[config.mk]
export PLATFORM = sky130hd
export DESIGN_NAME = piso_serializer
export DESIGN_NICKNAME = d
export VERILOG_FILES = /design/src/rtl/ser_pkg.sv /design/src/rtl/ser_bit_counter.sv /design/src/rtl/piso_serializer.sv
export SDC_FILE = /design/constraint.sdc
export NUM_CORES = 1
export LEC_CHECK = 0
export CORE_AREA = 8 8 45 47
export CTS_BUF_LIST = sky130_fd_sc_hd__clkbuf_4 sky130_fd_sc_hd__clkbuf_8 sky130_fd_sc_hd__clkbuf_16
export CTS_CLUSTER_SIZE = 40
export DETAILED_ROUTE_END_ITERATION = 7
export DIE_AREA = 0 0 53 55
export REMOVE_ABC_BUFFERS = 1
export SETUP_SLACK_MARGIN = 0.4
export SLEW_MARGIN = 20
export SYNTH_ARGS = -nofsm -noshare
export SYNTH_HDL_FRONTEND = slang
export SYNTH_HIERARCHICAL = 1
export SYNTH_SLANG_ARGS = --single-unit
[constraint.sdc]
create_clock -name clk -period 2.05 [get_ports clk]
set_input_delay 0.3075 -clock clk [delete_from_list [all_inputs] [get_ports clk]]
set_output_delay 0.3075 -clock clk [all_outputs]
set_load 0.05 [all_outputs]
[src/rtl/ser_pkg.sv]
// Shared definitions for the PISO serializer: FSM state encodings and a
// constant-evaluable ceiling-log2 used to size the bit counter.
package ser_pkg;

   typedef enum logic [1:0] {
      ST_IDLE   = 2'd0,
      ST_SHIFT  = 2'd1,
      ST_PARITY = 2'd2
   } state_t;

   function automatic int clog2(input int value);
      int result;
      result = 0;
      for (int i = 0; i < 31; i++) begin
         if ((32'sd1 <<< i) < value) begin
            result = i + 1;
         end else begin
            result = result;
         end
      end
      return result;
   endfunction

endpackage

[src/rtl/ser_bit_counter.sv]
// Bit-position counter for one serial frame: cleared on accept, advances
// while enabled and saturates at WIDTH-1, flagging the final data bit.
module ser_bit_counter
   import ser_pkg::*;
#(
   parameter int WIDTH = 4,
   parameter int CW    = clog2(WIDTH)
) (
   input  logic          clk,
   input  logic          reset,
   input  logic          clr,
   input  logic          en,
   output logic [CW-1:0] count,
   output logic          last
);

   assign last = (count == CW'(WIDTH - 1));

   // Position of the bit currently on sout; held at WIDTH-1 once reached.
   always_ff @(posedge clk or posedge reset) begin
      if (reset) begin
         count <= '0;
      end else if (clr) begin
         count <= '0;
      end else if (en && !last) begin
         count <= count + CW'(1);
      end else begin
         count <= count;
      end
   end

endmodule

[src/rtl/piso_serializer.sv]
// Parallel-in/serial-out stage with valid/ready input and back-to-back framing.
// Define SERIALIZER_PARITY_EN to append an even-parity bit after every word.
module piso_serializer
   import ser_pkg::*;
#(
   parameter int WIDTH      = 4,
   parameter bit LSB_FIRST  = 1'b1,
   parameter bit IDLE_LEVEL = 1'b0
) (
   input  logic             clk,
   input  logic             reset,
   input  logic [WIDTH-1:0] in_data,
   input  logic             in_valid,
   output logic             in_ready,
   output logic             sout,
   output logic             sout_valid,
   output logic             busy,
   output logic             frame_done
);

   localparam int CW = clog2(WIDTH);
`ifdef SERIALIZER_PARITY_EN
   localparam bit PAR_EN = 1'b1;
`else
   localparam bit PAR_EN = 1'b0;
`endif

   state_t           state_r;
   logic [WIDTH-1:0] shift_r;
   logic             parity_r;
   logic             sout_r;
   logic             sout_valid_r;
   logic             busy_r;
   logic             frame_done_r;
   logic [CW-1:0]    count_s;
   logic             last_s;
   logic             last_cycle_s;
   logic             accept_s;
   logic             cnt_en_s;

   // The final bit of a frame is the parity bit when enabled, else data bit WIDTH-1.
   assign last_cycle_s = PAR_EN ? (state_r == ST_PARITY)
                                : ((state_r == ST_SHIFT) && last_s);
   assign in_ready     = !reset && ((state_r == ST_IDLE) || last_cycle_s);
   assign accept_s     = in_valid && in_ready;
   assign cnt_en_s     = (state_r == ST_SHIFT) && !last_s;

   assign sout       = sout_r;
   assign sout_valid = sout_valid_r;
   assign busy       = busy_r;
   assign frame_done = frame_done_r;

   ser_bit_counter #(
      .WIDTH (WIDTH),
      .CW    (CW)
   ) u_cnt (
      .clk   (clk),
      .reset (reset),
      .clr   (accept_s),
      .en    (cnt_en_s),
      .count (count_s),
      .last  (last_s)
   );

   // Frame FSM; shift_r keeps only the bits not yet driven onto sout.
   always_ff @(posedge clk or posedge reset) begin
      if (reset) begin
         state_r      <= ST_IDLE;
         shift_r      <= '0;
         parity_r     <= 1'b0;
         sout_r       <= IDLE_LEVEL;
         sout_valid_r <= 1'b0;
         busy_r       <= 1'b0;
         frame_done_r <= 1'b0;
      end else if (accept_s) begin
         state_r      <= ST_SHIFT;
         sout_r       <= LSB_FIRST ? in_data[0] : in_data[WIDTH-1];
         shift_r      <= LSB_FIRST ? {1'b0, in_data[WIDTH-1:1]} : {in_data[WIDTH-2:0], 1'b0};
         parity_r     <= ^in_data;
         sout_valid_r <= 1'b1;
         busy_r       <= 1'b1;
         frame_done_r <= 1'b0;
      end else begin
         case (state_r)
            ST_SHIFT: begin
               if (!last_s) begin
                  state_r      <= ST_SHIFT;
                  sout_r       <= LSB_FIRST ? shift_r[0] : shift_r[WIDTH-1];
                  shift_r      <= LSB_FIRST ? {1'b0, shift_r[WIDTH-1:1]} : {shift_r[WIDTH-2:0], 1'b0};
                  sout_valid_r <= 1'b1;
                  busy_r       <= 1'b1;
                  // Pulse lines up with the bit that will be on sout next cycle.
                  frame_done_r <= !PAR_EN && (count_s == CW'(WIDTH - 2));
               end else if (PAR_EN) begin
                  state_r      <= ST_PARITY;
                  sout_r       <= parity_r;
                  sout_valid_r <= 1'b1;
                  busy_r       <= 1'b1;
                  frame_done_r <= 1'b1;
               end else begin
                  state_r      <= ST_IDLE;
                  sout_r       <= IDLE_LEVEL;
                  sout_valid_r <= 1'b0;
                  busy_r       <= 1'b0;
                  frame_done_r <= 1'b0;
               end
            end
            default: begin
               state_r      <= ST_IDLE;
               sout_r       <= IDLE_LEVEL;
               sout_valid_r <= 1'b0;
               busy_r       <= 1'b0;
               frame_done_r <= 1'b0;
            end
         endcase
      end
   end

endmodule
==> metrics, run 1 <==
run status completed; number of flip-flops and latches in the synthesized netlist 8; remaining number of nets flagged by the antenna check after routing 0; # DRC 0; area share of the largest cell type after synthesis roughly half; top cells by count, synth dfrtp_1 (8), mux2i_1 (3), nand2b_1 (3), nor2_1 (3); Switching Power around 0.00038 W; initial drt markers 5; non-filler cells in the finished layout 67; smallest setup slack after layout roughly 0.47 ns; final RePlAce weighted congestion around 0.65; most frequent cell after synthesis dfrtp_1; number of buffers on the longest clock path 2; number of top-level pins 12; die outline area around 3000 µm²; Layout area overhead 39.0%; TritonCTS Buffers 3; vias per inst 4.19; arrival time at the worst endpoint 1.27 ns; Post-CTS Hold Buffers 0; power per cell area 1600 nW/µm²; Post-Syn Area ~420 µm²; max-cap viol count 0; Root Buffer Master clkbuf_4; number of flops mapped to enable cells by yosys 0; worst-path maximum fanout 5; cell row count 14; Die H around 55 µm; routed wirelength normalized by instance count between 10 and 15 µm; Placement Setup Slack between 0.3 and 0.4 ns; clock tree from TritonCTS done; Via Count between 200 and 300; Async S/R FF share, synth between 90% and 100%; insertion delay to the later sink of the worst-skew pair between 0.2 and 0.3 ns; clock network fraction of total power between 10% and 20%; Worst Max-Slew Pin Slew a little under 0.5 ns; post-synthesis sequential area ratio around half; Floorplan Core Area between 1000 and 1500 µm²; Clock transition at path regs approximately 0.050 ns; Post-Synthesis Mean Instance Area 11.6 µm²; time the worst path needs with I/O delays and setup about 1.6 ns; classification of the worst-slack hold path in2async; routed metal-1 wirelength 305 µm; Comb pwr share around three fifths; Initial Utilization around 30%; top cell type by total area after synthesis dfrtp_1; count of pins over their slew limit 0; relative max-transition margin 67.1%; cell types with the largest area share after synthesis dfrtp_1 (48%), mux2i_1 (7.2%), buf_6 (5.4%); worst setup path class reg2out; H-tree depth 1; crit path launch type flip-flop; worst clock skew roughly 0.0011 ns; total internal power between 0.0005 and 0.0006 W; largest net degree at the start of global routing 8; fraction of layout instances using a drive strength above 1 25.5%; count of TritonRoute iterations in the first routing pass 4; upper clock frequency limit between 600 and 700 MHz; overflow left after global routing 0; first-pass GRT wire length around 1.2 mm; fin crit share about 77%; warning count from the yosys run 6; Synth cell types 19; fraction of power spent switching nets roughly two fifths; final count of hold timing violations 0; die boundary width ~53 µm; final setup violation count 0; # diodes 0; unrepaired setup endpoints after global routing no; Post-Place Cells 61; number of sinks handled by clock tree synthesis 8; top routing layer used met3; number of antenna violations at the first check in global routing 0; Static Leak 0.292 nW; gate count of the mapped netlist 36; net count of the finished layout a little over 60; worst vdd ir 0.590 mV; required time of the critical path about 1.7 ns; vias in the first global route 277; met3 WL 87 µm; port buffer count 11; routed wire length ~770 µm; global-route total usage across every layer approximately 5.7%; sequential group share of total power around 29%; crit path capture type output port; length of routed met2 wiring ~380 µm; flip-flop cell with the highest count after synthesis dfrtp_1
cells by family after synthesis:
logic type                 share of synthesized area, %
AOI/OAI and AO/OA                                  5.71
adders and majority gates                          3.00
buffers and inverters                              9.01
DFF                                                48.0
muxes                                              10.8
and+or+nand+nor                                    23.4
sequential cells by signal, indices dropped and copies added, names as in the netlist:
register,cells
shift_r,3
u_cnt/count,2
sout,1
frame_done,1
busy,1
layer usage:
layer	track usage, %	vias to the layer above
li1	-	146
met1	5.75	125
met2	8.98	10
met3	4.01	0
met4	2.59	0
met5	0	-
path summary, 6_finish.rpt:
kind	depth (start not counted)	end	slack (ns)	start
max in group asynchronous	2	frame_done	1.52	reset
min in group clk	2	shift_r[1]	0.49	shift_r[2]
worst max-delay path	4	in_ready	0.47	u_cnt/count[0]
worst min register to register	2	shift_r[1]	0.49	shift_r[2]
worst max register to register	6	u_cnt/count[0]	0.67	u_cnt/count[0]
worst min-delay path	2	u_cnt/count[0]	0.28	reset
power by group through the flow:
stage          Sequential [W]  Clock (W)  Combinational, W
5_1_grt              0.000276   0.000131          0.000579
6_report             0.000267   0.000116          0.000544
4_1_cts              0.000259   0.000123          0.000485
3_3_place_gp         0.000258          0          0.000489
2_1_floorplan        0.000367          0          0.000238
3_5_place_dp         0.000262          0          0.000494
final cells by class:
cell class | count | area (µm²)
clock buffers | 3 | 22.5
repair buffers | 15 | 133
multi-input cells | 23 | 196
flip-flops and latches | 8 | 200
fillers | 138 | 805
inverters | 2 | 7.51
well taps | 16 | 20.0
layout by cell type, fill, tap and decap left out:
cell             instances
nand2b_1                 3
nor2_1                   3
nor2b_4                  2
nand4bb_1                1
clkbuf_4                 3
clkdlybuf4s50_1          6
and3b_1                  1
mux2_4                   1
ha_4                     1
o21ai_0                  1
a22o_1                   1
nand2_1                  2
dlygate4sd2_1            4
o21ai_1                  2
buf_4                    5
inv_1                    2
dfrtp_1                  8
nor2b_1                  1
mux2i_1                  3
nor2_4                   1
per-stage QoR:
step | total power (W) | util, % | hold slack [ns] | TNS [ns] | cell area [µm²]
floorplan | 0.000604 | - | 0.0487 | -0.0226 | 387
CTS | 0.000867 | 39.3 | 0.280 | 0 | 544
global route | 0.000985 | 41.9 | 0.318 | 0 | 579
finish | 0.000927 | 41.9 | 0.285 | 0 | 579
global placement | 0.000747 | 37.7 | 0.481 | 0 | 522
detailed placement | 0.000756 | 37.7 | 0.487 | 0 | 522
critical path: stages, from the launching register on:
cell and delay, ns:
dfrtp_1 0.43, ha_4 0.21, nor2b_4 0.15, nor2_1 0.05, buf_4 0.18
timing repair:
action | in CTS | in global routing
gates resized for setup | 5 | 2
setup endpoints to repair | 5 | 1
buffers inserted | 0 | 3
endpoints found under the hold margin | 0 | 0
(Power assumes the default switching activity.)
==> run 2: changes to the inputs <==
clock period = 1.55 ns   (was 2.05 ns; I/O delays follow)
==> run 2 against run 1 <==
Via count grew 17%. Non-clock buffer count grew 8. Sequential power grew 29%. Largest power group unchanged. Wire length grew 17%. Die area is the same.
==> metrics, run 2 (same netlist as run 1, synthesis figures left out) <==
run status completed; time the worst path needs with I/O delays and setup between 1 and 1.5 ns; final setup violation count 0; remaining number of nets flagged by the antenna check after routing 0; count of TritonRoute iterations in the first routing pass 4; Root Buffer Master clkbuf_4; net count of the finished layout between 60 and 70; Total Power around 0.0014 W; most common cell after layout, fill and taps aside buf_4; smallest setup slack after layout 0.0743 ns; required time of the critical path between 1 and 1.5 ns; vias per inst 4.37; fin crit share between 90% and 100%; global-route total usage across every layer roughly 7.4%; routed wire length between 800 and 900 µm; worst clock skew 0.00173 ns; initial drt markers 2; final standard cell utilization of the core 46.8%; upper clock frequency limit about 680 MHz; final non-filler cell area approximately 650 µm²; sum of negative setup slack 0 ns; number of sinks handled by clock tree synthesis 8; Initial Utilization approximately 30%; # DRC 0; first-pass GRT wire length around 1.5 mm; top library cells by usage in the layout, fill and taps aside buf_4 (15), dfrtp_1 (8), clkdlybuf4s50_1 (6); port buffer count 11; die boundary width about 53 µm; Placement Setup Slack ~0.11 ns; worst setup path class reg2out; Layout area overhead 55.6%; Die H 55 µm; clock tree from TritonCTS done; fill count around 140; largest net degree at the start of global routing 7; number of top-level pins 12; largest registers shift_r (3), u_cnt/count (2); die outline area ~2900 µm²; worst-path maximum fanout 2; placed wire-length estimate 610 µm; overflow left after global routing 0; relative max-transition margin 85.5%; met2 Use GR around a tenth; classification of the worst-slack hold path in2async; worst vdd ir roughly 1.0 mV; final RePlAce weighted congestion 0.695; fraction of layout instances using a drive strength above 1 approximately 46%; largest register by flop count shift_r; crit path launch type flip-flop; routed wirelength normalized by instance count roughly 12 µm; # diodes 0; power per cell area 2150 nW/µm²; TritonCTS Buffers 3; origin of the critical flop-to-flop path u_cnt/count[0]; Static Leak 0.332 nW; insertion delay to the later sink of the worst-skew pair 0.25 ns; cell row count 14; Via Count 328; Clock transition at path regs roughly 0.050 ns; instance area at placement 542 µm²; Floorplan Core Area around 1400 µm²; unrepaired setup endpoints after global routing yes; vias in the first global route around 350; number of antenna violations at the first check in global routing 0; Most Crowded Layer GR met2; max FFs per register 3; final count of hold timing violations 0; crit path capture type output port; H-tree depth 1; arrival time at the worst endpoint ~1.2 ns; Critical path origin u_cnt/count[0]; Worst Max-Slew Pin Slew between 0.2 and 0.25 ns; count of pins over their slew limit 0; met3 track utilization from global routing between 5 and 6%; max-cap viol count 0; grt met1 use between 7 and 8%; number of buffers on the longest clock path 2
run 2: changes by cell type in the layout (fill, tap and decap cells not counted), sizes merged:
cell / change
dlygate4sd2: -4
buf: +12
run 2: where the power goes:
| group | switching, W | leakage [nW] | total (W) | internal [W] |
|---|---|---|---|---|
| registers | 0.0000524 | 0.102 | 0.000345 | 0.000293 |
| clock network | 0.0000669 | 0.0138 | 0.000155 | 0.0000883 |
| logic | 0.000444 | 0.216 | 0.000895 | 0.000450 |
| total | 0.000563 | 0.332 | 0.00140 | 0.000832 |
run 2: stage by stage:
step                hold slack, ns  cells
floorplan                  -0.0263     33
CTS                          0.277     72
finish                       0.286     75
detailed placement           0.482     65
global route                 0.306     75
global placement             0.480     65
run 2: path summary, 6_finish.rpt:
| path | endpoint | slack (ns) | cells past startpoint |
|---|---|---|---|
| setup reg to reg | u_cnt/count[0] | 0.13 | 7 |
| setup / recovery | in_ready | 0.07 | 5 |
| min in group clk | shift_r[1] | 0.49 | 2 |
| hold reg to reg | shift_r[1] | 0.49 | 2 |
| hold / removal | u_cnt/count[0] | 0.29 | 3 |
| max in group asynchronous | shift_r[1] | 1.02 | 3 |
run 2: timing repair:
action                                  CTS  global route
buffers inserted                          4             3
endpoints found under the setup margin    9             9
hold buffers                              0             0
pin swaps                                 2             3
resized for setup                         5             3
run 2: cell type report:
cell class | instances | area (µm²) | area share [%]
Multi-Input combinational cell | 23 | 203 | 31.3
Tap cell | 16 | 20.0 | 3.09
Clock buffer | 3 | 22.5 | 3.47
Sequential cell | 8 | 200 | 30.9
Inverter | 2 | 7.51 | 1.16
Timing Repair Buffer | 23 | 195 | 30.1
run 2: per-layer routing:
layer | vias to the layer above | wire, µm
li1 | 164 | -
met2 | 6 | 453
met4 | 0 | 9
met3 | 2 | 85
met5 | - | 0
met1 | 156 | 347
run 2: critical path, cell delays in order, from the launching register on:
cell     delay (ns)
dfrtp_1        0.41
ha_4           0.18
nor2b_4        0.12
buf_6          0.11
nor2_2         0.03
buf_6          0.14
==> run 3: changes to the inputs <==
DONT_BUFFER_PORTS = 1   (was not set)
==> run 3 against run 2 <==
Clock power hardly changed. Clock skew is 0.0011 ns higher. Die area stayed put. Register-to-register slack hardly changed. Cell area is 13% lower. Worst setup slack better by 0.014 ns. Total power is 3.5% lower. Hold slack worse by 0.17 ns. Non-clock buffer count is 11 lower. Combinational power is 14% lower.
==> metrics, run 3 (same netlist as run 1, synthesis figures left out) <==
run status completed; number of antenna violations at the first check in global routing 0; routed metal-1 wirelength slightly below 300 µm; count of pins over their slew limit 0; number of buffers on the longest clock path 2; smallest setup slack after layout 0.0885 ns; first-pass GRT wire length between 1.5 and 2 mm; upper clock frequency limit between 600 and 700 MHz; worst clock skew between 0.002 and 0.003 ns; R2R setup slack between 0.1 and 0.15 ns; Placement Setup Slack about 0.07 ns; length of routed met2 wiring 523 µm; crit path capture type output port; relative max-transition margin 70.2%; final setup violation count 0; net count of the finished layout 58; # DRC 0; cell count of the worst reg-to-reg path 7; clock network fraction of total power roughly 12%; routed wirelength normalized by instance count between 10 and 15 µm; Initial Utilization a little under a third; Floorplan Core Area between 1000 and 1500 µm²; origin of the critical flop-to-flop path u_cnt/count[1]; largest net degree at the start of global routing 7; max FFs per register 3; die boundary width around 53 µm; Comb pwr share about 57%; instance area at placement 437 µm²; TritonCTS Buffers 3; startpoint of the lowest-slack hold path in_data[0]; # diodes 0; endpoint of the most critical register-to-register path u_cnt/count[0]; top library cells by usage in the layout, fill and taps aside dfrtp_1 (8), buf_4 (6), buf_6 (4); global-route total usage across every layer between 7 and 8%; initial drt markers 2; Root Buffer Master clkbuf_4; met3 WL about 90 µm; final standard cell utilization of the core 40.7%; Layout area overhead 35.1%; final RePlAce weighted congestion around 0.68; worst vdd ir roughly 0.56 mV; fraction of layout instances using a drive strength above 1 41.7%; Critical path origin u_cnt/count[1]; largest register by flop count shift_r; largest registers shift_r (3), u_cnt/count (2); number of top-level pins 12; clock tree from TritonCTS done; max-cap viol count 0; most common cell after layout, fill and taps aside dfrtp_1; overflow left after global routing 0; port buffer count 0; vias per inst around 4.6; time the worst path needs with I/O delays and setup around 1.5 ns; number of sinks handled by clock tree synthesis 8; hold worst-path end sout; fin crit share 94.3%; Die H 55 µm; Post-Place Cells 53; routed wire length 905 µm; H-tree depth 1; placed wire-length estimate approximately 670 µm; unrepaired setup endpoints after global routing yes; power per cell area around 2400 nW/µm²; remaining number of nets flagged by the antenna check after routing 0; top routing layer used met3; arrival time at the worst endpoint between 1 and 1.5 ns; classification of the worst-slack hold path in2reg; final non-filler cell area roughly 560 µm²; fraction of power spent switching nets 41.7%; required time of the critical path about 1.3 ns; final count of hold timing violations 0; Worst Max-Slew Pin Slew about 0.45 ns; Via Count approximately 300; worst-path maximum fanout 2; Clock transition at path regs 0.05 ns; crit path launch type flip-flop; Static Leak 0.285 nW; Hold Path Depth 1; die outline area about 2900 µm²; worst-case hold slack roughly 0.12 ns; non-filler cells in the finished layout 64; count of TritonRoute iterations in the first routing pass 4; total internal power 0.000784 W; insertion delay to the later sink of the worst-skew pair ~0.25 ns; worst setup path class reg2out; cell row count 14; vias in the first global route roughly 350; Switching Power 0.000562 W; sequential group share of total power between 30% and 40%
-- run 3: cell types whose count changed in the layout (fill, tap and decap cells not counted), sizes merged --
cell,change
clkdlybuf4s50,-6
buf,-7
dlygate4sd3,+2
-- run 3: stage by stage --
| step | setup TNS [ns] | power [W] |
|---|---|---|
| 2_1_floorplan | -1.88 | 0.000799 |
| 3_3_place_gp | 0 | 0.000937 |
| 3_5_place_dp | 0 | 0.000962 |
| 4_1_cts | 0 | 0.00130 |
| 5_1_grt | 0 | 0.00143 |
| 6_report | 0 | 0.00135 |
-- run 3: cell type report --
type | count | area (µm²)
clock buffers | 3 | 22.5
flip-flops and latches | 8 | 200
multi-input cells | 23 | 203
inverters | 2 | 7.51
repair buffers | 12 | 110
fillers | 134 | 821
well taps | 16 | 20.0
-- run 3: what timing repair did --
item                       4_1_cts  5_1_grt
resized for setup                7        3
hold endpoints to repair         8        0
setup endpoints to repair        9       11
cloned                           0        0
pin swaps                        3        0
setup buffers                    5        1
hold buffers                     2        0
-- run 3: worst max path at each step --
stage	cells past startpoint	end	slack, ns
floorplan	3	u_cnt/count[0]	-0.49
global placement	5	in_ready	0.12
detailed placement	6	u_cnt/count[0]	0.07
CTS	5	in_ready	0.08
global route	5	in_ready	0.03
finish	5	in_ready	0.09
-- run 3: metal layers --
metal | vias up | global-route usage (%)
met5 | - | 0
met4 | 0 | 5.17
met3 | 0 | 4.28
met2 | 6 | 13.9
met1 | 143 | 6.18
li1 | 143 | -
-- run 3: power groups by stage --
stage / clock network, W / registers (W) / logic (W)
after floorplan: 0 / 0.000485 / 0.000315
after global placement: 0 / 0.000415 / 0.000522
after detailed placement: 0 / 0.000418 / 0.000544
after CTS: 0.000161 / 0.000417 / 0.000720
after global routing: 0.000174 / 0.000430 / 0.000830
final: 0.000156 / 0.000416 / 0.000774
-- run 3: worst max-delay path: stages, from the launching register on --
cell     delay, ns
dfrtp_1       0.41
ha_4          0.18
nor2b_4       0.12
buf_6         0.11
nor2_2        0.03
buf_6         0.14
